===== config.mk =====
export PLATFORM = sky130hd
export DESIGN_NAME = draw_object_engine
export DESIGN_NICKNAME = d
export VERILOG_FILES = /design/src/rtl/gold_miner_pkg.sv /design/src/rtl/sprite_scan_counter.sv /design/src/rtl/draw_object_engine.sv
export SDC_FILE = /design/constraint.sdc
export NUM_CORES = 1
export LEC_CHECK = 0
export ABC_AREA = 1
export CORE_MARGIN = 2
export CORE_UTILIZATION = 46
export CTS_CLUSTER_SIZE = 25
export DETAILED_ROUTE_END_ITERATION = 6
export PLACE_DENSITY = 0.76
export SLEW_MARGIN = 25
export SYNTH_ARGS = -nofsm -noshare
export SYNTH_HDL_FRONTEND = slang
export SYNTH_SLANG_ARGS = --single-unit

===== constraint.sdc =====
create_clock -name clk -period 1.4 [get_ports clk]
set_input_delay 0.28 -clock clk [delete_from_list [all_inputs] [get_ports clk]]
set_output_delay 0.28 -clock clk [all_outputs]
set_load 0.05 [all_outputs]

===== src/rtl/gold_miner_pkg.sv =====
// Shared screen geometry, coordinate widths and draw-engine state encoding
// for the gold miner display path.
package gold_miner_pkg;

  localparam int unsigned SCREEN_W = 320;
  localparam int unsigned SCREEN_H = 240;
  localparam int unsigned X_W      = 9;
  localparam int unsigned Y_W      = 8;
  localparam int unsigned COLOUR_W = 9;

  typedef enum logic [1:0] {
    StIdle  = 2'd0,
    StScan  = 2'd1,
    StDrain = 2'd2,
    StDone  = 2'd3
  } draw_state_e;

endpackage


===== src/rtl/sprite_scan_counter.sv =====
// Row-major dx/dy/address walker over an OBJ_W x OBJ_H sprite box.
module sprite_scan_counter #(
  parameter int unsigned OBJ_W = 16,
  parameter int unsigned OBJ_H = 16,
  localparam int unsigned DX_W = (OBJ_W > 1) ? $clog2(OBJ_W) : 1,
  localparam int unsigned DY_W = (OBJ_H > 1) ? $clog2(OBJ_H) : 1,
  localparam int unsigned AW   = (OBJ_W * OBJ_H > 1) ? $clog2(OBJ_W * OBJ_H) : 1
) (
  input  logic            clk,
  input  logic            resetn,
  input  logic            clear,
  input  logic            advance,
  output logic [DX_W-1:0] dx,
  output logic [DY_W-1:0] dy,
  output logic [AW-1:0]   addr,
  output logic            last
);

  always_ff @(posedge clk or negedge resetn) begin
    if (!resetn) begin
      dx   <= '0;
      dy   <= '0;
      addr <= '0;
    end else if (clear) begin
      dx   <= '0;
      dy   <= '0;
      addr <= '0;
    end else if (advance) begin
      addr <= addr + AW'(1);
      if (dx == DX_W'(OBJ_W - 1)) begin
        dx <= '0;
        dy <= (dy == DY_W'(OBJ_H - 1)) ? '0 : dy + DY_W'(1);
      end else begin
        dx <= dx + DX_W'(1);
      end
    end
  end

  assign last = (addr == AW'(OBJ_W * OBJ_H - 1));

endmodule


===== src/rtl/draw_object_engine.sv =====
// Scans a sprite box one pixel per cycle through a 2-stage pipeline
// (address -> ROM/coordinates -> VGA write port) and pulses done at the end.
module draw_object_engine
  import gold_miner_pkg::*;
#(
  parameter int unsigned          OBJ_W       = 16,
  parameter int unsigned          OBJ_H       = 16,
  parameter int unsigned          COLOUR_W    = gold_miner_pkg::COLOUR_W,
  parameter logic [COLOUR_W-1:0]  TRANSPARENT = 9'h1F8,
  localparam int unsigned         AW = (OBJ_W * OBJ_H > 1) ? $clog2(OBJ_W * OBJ_H) : 1
) (
  input  logic                clk,
  input  logic                resetn,
  input  logic                start_draw,
  input  logic [X_W-1:0]      x_start,
  input  logic [Y_W-1:0]      y_start,
  input  logic                erase,
  input  logic [COLOUR_W-1:0] bg_colour,
  output logic [AW-1:0]       sprite_addr,
  input  logic [COLOUR_W-1:0] sprite_colour,
  output logic [X_W-1:0]      plot_x,
  output logic [Y_W-1:0]      plot_y,
  output logic [COLOUR_W-1:0] plot_colour,
  output logic                plot_en,
  output logic                busy,
  output logic                draw_object_done
);

  localparam int unsigned DX_W = (OBJ_W > 1) ? $clog2(OBJ_W) : 1;
  localparam int unsigned DY_W = (OBJ_H > 1) ? $clog2(OBJ_H) : 1;

  draw_state_e   state_q;
  logic [X_W-1:0] x0_q;
  logic [Y_W-1:0] y0_q;
  logic           erase_q;
  logic           drain_q;

  logic [DX_W-1:0] dx;
  logic [DY_W-1:0] dy;
  logic            last;
  logic            cnt_clear;
  logic            cnt_advance;

  // Stage 1: one extra bit so boxes hanging off the screen edge compare correctly.
  logic           v1_q;
  logic [X_W:0]   px_q;
  logic [Y_W:0]   py_q;

  assign cnt_clear   = (state_q == StIdle) && start_draw;
  assign cnt_advance = (state_q == StScan);

  sprite_scan_counter #(
    .OBJ_W (OBJ_W),
    .OBJ_H (OBJ_H)
  ) u_scan (
    .clk     (clk),
    .resetn  (resetn),
    .clear   (cnt_clear),
    .advance (cnt_advance),
    .dx      (dx),
    .dy      (dy),
    .addr    (sprite_addr),
    .last    (last)
  );

  always_ff @(posedge clk or negedge resetn) begin
    if (!resetn) begin
      state_q          <= StIdle;
      x0_q             <= '0;
      y0_q             <= '0;
      erase_q          <= 1'b0;
      drain_q          <= 1'b0;
      busy             <= 1'b0;
      draw_object_done <= 1'b0;
    end else begin
      unique case (state_q)
        StIdle: begin
          if (start_draw) begin
            x0_q    <= x_start;
            y0_q    <= y_start;
            erase_q <= erase;
            busy    <= 1'b1;
            state_q <= StScan;
          end
        end
        StScan: begin
          if (last) begin
            drain_q <= 1'b0;
            state_q <= StDrain;
          end
        end
        StDrain: begin
          drain_q <= 1'b1;
          if (drain_q) begin
            draw_object_done <= 1'b1;
            state_q          <= StDone;
          end
        end
        StDone: begin
          draw_object_done <= 1'b0;
          busy             <= 1'b0;
          state_q          <= StIdle;
        end
        default: state_q <= StIdle;
      endcase
    end
  end

  always_ff @(posedge clk or negedge resetn) begin
    if (!resetn) begin
      v1_q        <= 1'b0;
      px_q        <= '0;
      py_q        <= '0;
      plot_x      <= '0;
      plot_y      <= '0;
      plot_colour <= '0;
      plot_en     <= 1'b0;
    end else begin
      v1_q        <= (state_q == StScan);
      px_q        <= {1'b0, x0_q} + (X_W + 1)'(dx);
      py_q        <= {1'b0, y0_q} + (Y_W + 1)'(dy);
      // sprite_colour lines up with stage-1 coordinates here.
      plot_x      <= px_q[X_W-1:0];
      plot_y      <= py_q[Y_W-1:0];
      plot_colour <= erase_q ? bg_colour : sprite_colour;
      plot_en     <= v1_q && (px_q < (X_W + 1)'(SCREEN_W)) && (py_q < (Y_W + 1)'(SCREEN_H))
                     && (erase_q || (sprite_colour != TRANSPARENT));
    end
  end

endmodule


# After elaboration in Yosys (flattened, before gate mapping)
# Index checks and enable logic that the tools add are counted.
# word_totals
register_bits	86
latchBits	0
ramBits	0
romBits	0
input_bits	39
output_inout_bits	37
memories	0
# classes
n_addsub	5
multipliers	0
n_div	0
n_lt_le_gt_ge	2
n_eq_ne	10
shifts	0
mux	20
bitwise_logic	0
reduce_logical	17
# op_table
cell	n
$mux W4	7
$mux W8	2
$add A9 B4 Y10	1
$lt A10 B9 Y1 const B	1
$reduce_and A2 Y1	5
$reduce_bool A2 Y1	5
$add A8 B4 Y9	1
$lt A9 B8 Y1 const B	1
$mux W9	1
$ne A9 B9 Y1 const B	1
$add A4 B1 Y4 const B	2
$add A8 B1 Y8 const B	1
$eq A4 B4 Y1 const B	2
$eq A8 B8 Y1 const B	1
$pmux W2 S4	1
$mux W2	3
$ne A2 B2 Y1 const B	3
$pmux W1 S2	3
$eq A2 B2 Y1 const B	2
$logic_and A1 B1 Y1	4
$mux W1	3
$reduce_and A3 Y1	1
$eq A2 B1 Y1 const B	1
$logic_not A2 Y1	1
$logic_or A1 B1 Y1	1

# Depth between registers and ports, before layout
# logic_depth
ltp_word	5
mapped_depth	8
ltp_nobuf	8

# Hierarchy
# From an unflattened synthesis, not the netlist that was laid out.
# unflattened
cells_unflattened	390
area_unflattened_um2	3669.8
# modules_own_cells
module	instances	cells_per_inst	area_per_inst_um2
draw_object_engine	1	281	2800.2
sprite_scan_counter	1	109	869.6

# Worst setup path after synthesis
# OpenSTA, ideal clock, no wires.
# synth_path
path_type	register to register
start	reg u_scan.addr[1]
end	reg state_q[0]
t_arrival_ns	1.414
t_required_ns	1.283
slack_ns	-0.131
path_stages_with_launch	9
path_cell_list	dfrtp_1 > ha_1 > nand2_1 > nor2_1 > nand2_1 > nand2_2 > nand2_1 > nand2_1 > nand2_1
# synth_between
elab_chain_len	3
# synth_lines
item	line_no	text
from (decl)	sprite_scan_counter.sv:15	output logic [AW-1:0] addr,
from (signal assigned)	sprite_scan_counter.sv:29	addr <= addr + AW'(1);
$eq A8 B8 Y1	sprite_scan_counter.sv:39	assign last = (addr == AW'(OBJ_W * OBJ_H - 1));
$ne A2 B2 Y1 (no source line)	-	
$reduce_and A3 Y1 (no source line)	-	
to (signal assigned)	draw_object_engine.sv:68	state_q <= StIdle;
to (signal assigned)	draw_object_engine.sv:83	state_q <= StScan;
to (signal assigned)	draw_object_engine.sv:89	state_q <= StDrain;
to (decl)	draw_object_engine.sv:32	draw_state_e state_q;
# Every way passes these cells.
# A chain may end at the register's enable or synchronous reset.

# Final worst setup path
# layout_path
start	reg state_q[0]
end	reg u_scan.dy[1]
# layout_between
elab_chain_len	4
# layout_lines
item	line_no	text
$logic_not A2 Y1	draw_object_engine.sv:49	assign cnt_clear = (state_q == StIdle) && start_draw;
$logic_and A1 B1 Y1	draw_object_engine.sv:49	
$reduce_bool A2 Y1 (no source line)	-	
$reduce_and A2 Y1 (no source line)	-	
to (signal assigned)	sprite_scan_counter.sv:32	dy <= (dy == DY_W'(OBJ_H - 1)) ? '0 : dy + DY_W'(1);
to (decl)	sprite_scan_counter.sv:14	output logic [DY_W-1:0] dy,
# Parallel ways exist; a longest one is shown, timed or not.

==> results_dict.tcl <==
set metrics [dict create \
    route.detailed.drc 0 \
    layout_commonest_cell "nand2_1" \
    fillers 529 \
    num_io_pins 76 \
    cts_buffers 9 \
    finalSetupViolations 1 \
    rsz0062_at_grt "true" \
    die_h_um 93.4 \
    critPathArrivalTime_ns 1.63 \
    cp.required_ns 1.63 \
    ir_worst_vdd_v 0.00175 \
    synth_cells 390 \
    finalHoldViolCount 0 \
    grt_max_degree 54 \
    reg2reg_depth 7 \
    startpoint_type "flip-flop" \
    hold_path.class "input pin to asynchronous set/reset pin" \
    drtAntennaViolNets 0 \
    r2r-start "state_q[0]$_DFFE_PN0P_" \
    grt.total_usage_pct 19.1 \
    core_area_um2 7730 \
    power.density_nw_per_um2 2470 \
    fp-row-count 32 \
    first_pass_iters 4 \
    die-area_um2 8730 \
    antenna_found_initial 0 \
    die-width_um 93.4 \
    grt_pass1_vias 2952 \
    r2r_setup_slack_ns -0.0007 \
    fin_util_pct 70.7 \
    clock_path_buffers 2 \
    end_kind "flip-flop" \
    worst_slew_pin_slew_ns 0.277 \
    drv_cap 0 \
    layout_common_cells "nand2_1, dfrtp_1, buf_12" \
    viasPerCell 4.86 \
    drive_above_1_share_pct 25.5 \
    area.sequential_um2 2160 \
    skew_ns 0.00465 \
    nets 557 \
    post-place-ws_ns -0.0909 \
    ys_seq_area_share_pct 58.5 \
    vias 2957 \
    failed_checks "negative setup slack" \
    slew_headroom_pct 81.4 \
    dp_hpwl_mm 5.64 \
    post_dp_cell_area_um2 5090 \
    clock-root-buffer "clkbuf_8" \
    synth_warnings 0 \
    netlist_area_um2 3680 \
    period_needed_ns 1.40 \
    cts_tree "yes" \
    syn_avg_cell_area_um2 9.44 \
    fin_area_um2 5470 \
    wl_per_cell_um 13.3 \
    synth.distinct_cells 29 \
    drt_wl_total_mm 8.09 \
    clk_latency_ns 0.35 \
    area_growth_syn_to_layout_pct 48.5 \
    outcome "finished, violations left" \
    drtIter0Drc 137 \
    path_clk_slew_ns 0.08 \
    setup_ws_ns -0.000716 \
    grt_pass1_wl_mm 12.9 \
    p_leak_nw 2.63 \
    initial_utilization_pct 47.6 \
    post-route-period-util_pct 100 \
    cts_max_level 3 \
    worstSetupPathType "flip-flop to flip-flop" \
    gp_congestion 0.847 \
    cts.sinks 86 \
    power_mw 13.5 \
    fin_tns_setup_ns -0.000716 \
    port_buffers 75 \
    crit_fanout 7 \
    num_antenna_cells 0 \
    critPathLaunch "state_q[0]$_DFFE_PN0P_" \
    overflow 0 \
    finalMaxSlewViolations 0 \
    reg2reg_to "u_scan.dy[1]$_DFFE_PN0P_" \
    syn_nets 446 \
    synth_seq_cells 86 \
    multiInputGateArea_um2 1470 \
    fmax_mhz 714 \
]
repair_timing:
item                                   4_1_cts  5_1_grt
hold buffers                                 1        0
pin swaps                                    5        5
resized for setup                           11       25
setup endpoints to repair                   10       32
setup buffers                                3        7
gates cloned                                 0        0
endpoints found under the hold margin       86        0
synth_stat cells (all sizes together):
master / instances / area share [%]
nand2: 132 / 14
dfrtp: 86 / 58
inv: 34 / 3.5
o21ai: 27 / 3.8
nor2: 25 / 2.8
nand3: 23 / 3.4
ha: 15 / 5.1
a21oi: 10 / 1.4
nand4: 8 / 1.4
buf: 6 / 1.2
xor2: 5 / 1.2
nor3: 4 / 0.68
nand3b: 3 / 0.61
or2: 3 / 0.51
clkbuf: 2 / 0.24
fa: 2 / 1.1
o21a: 2 / 0.41
xnor2: 2 / 0.48
o211ai: 1 / 0.20
cells by family after synthesis:
kind of cell    count (synthesis)  share of synthesized area [%]
simple gates                  198                           23.1
xor+xnor                        7                           1.67
compound gates                 40                           5.75
fa+ha+maj                      17                           6.19
buf+inv                        42                           4.86
flops                          86                           58.5
state kept, by name, summed over array words and instances, names as in the netlist:
signal            flops
busy                  1
drain_q               1
draw_object_done      1
erase_q               1
plot_colour           9
plot_en               1
plot_x                9
plot_y                8
px_q                 10
py_q                  9
state_q               2
u_scan.addr           8
u_scan.dx             4
u_scan.dy             4
v1_q                  1
x0_q                  9
y0_q                  8
report_power, final:
group          switching (mW)  total (mW)  internal [mW]
combinational            3.87        7.39           3.52
sequential              0.907        4.52           3.61
clock                   0.871        1.56          0.694
total                    5.65        13.5           7.82
final cells by class:
type	instances	share of cell area (%)
well taps	102	2.34
clock buffers	11	2.59
multi-input cells	262	26.9
repair buffers	108	25.7
flip-flops and latches	86	39.4
clock inverters	5	0.618
inverters	34	2.38
how the worst max path moves through the flow:
stage | to | slack [ns]
after floorplan | px_q[4]$_DFF_PN0_ | 0.02
after global placement | erase_q$_DFFE_PN0P_ | -0.02
after detailed placement | erase_q$_DFFE_PN0P_ | -0.09
after CTS | py_q[4]$_DFF_PN0_ | -0.004
after global routing | u_scan.addr[6]$_DFFE_PN0P_ | -0.06
final | u_scan.dy[1]$_DFFE_PN0P_ | -0.0007
stage by stage:
| step | instances | hold slack [ns] |
|---|---|---|
| 6_report | 608 | 0.288 |
| 5_1_grt | 608 | 0.279 |
| 4_1_cts | 601 | 0.272 |
| 3_5_place_dp | 581 | 0.103 |
| 3_3_place_gp | 581 | 0.101 |
| 2_1_floorplan | 390 | -0.0156 |
critical path, stage by stage (launching register included):
cell and delay (ns):
dfrtp_1 0.42, inv_1 0.10, ha_2 0.22, nand2_4 0.10, nand2_1 0.09, inv_1 0.08, o21ai_0 0.19, nand2_1 0.09
routing by layer:
metal  global-route usage, %  vias to the layer above  routed length (µm)
met1                    22.5                     1434                3360
li1                        -                     1464                   -
met4                    6.86                        0                  93
met5                       0                        -                   0
met3                    4.59                        7                 305
met2                    33.8                       52                4330
Note: power is estimated with default switching activity, not from simulation.
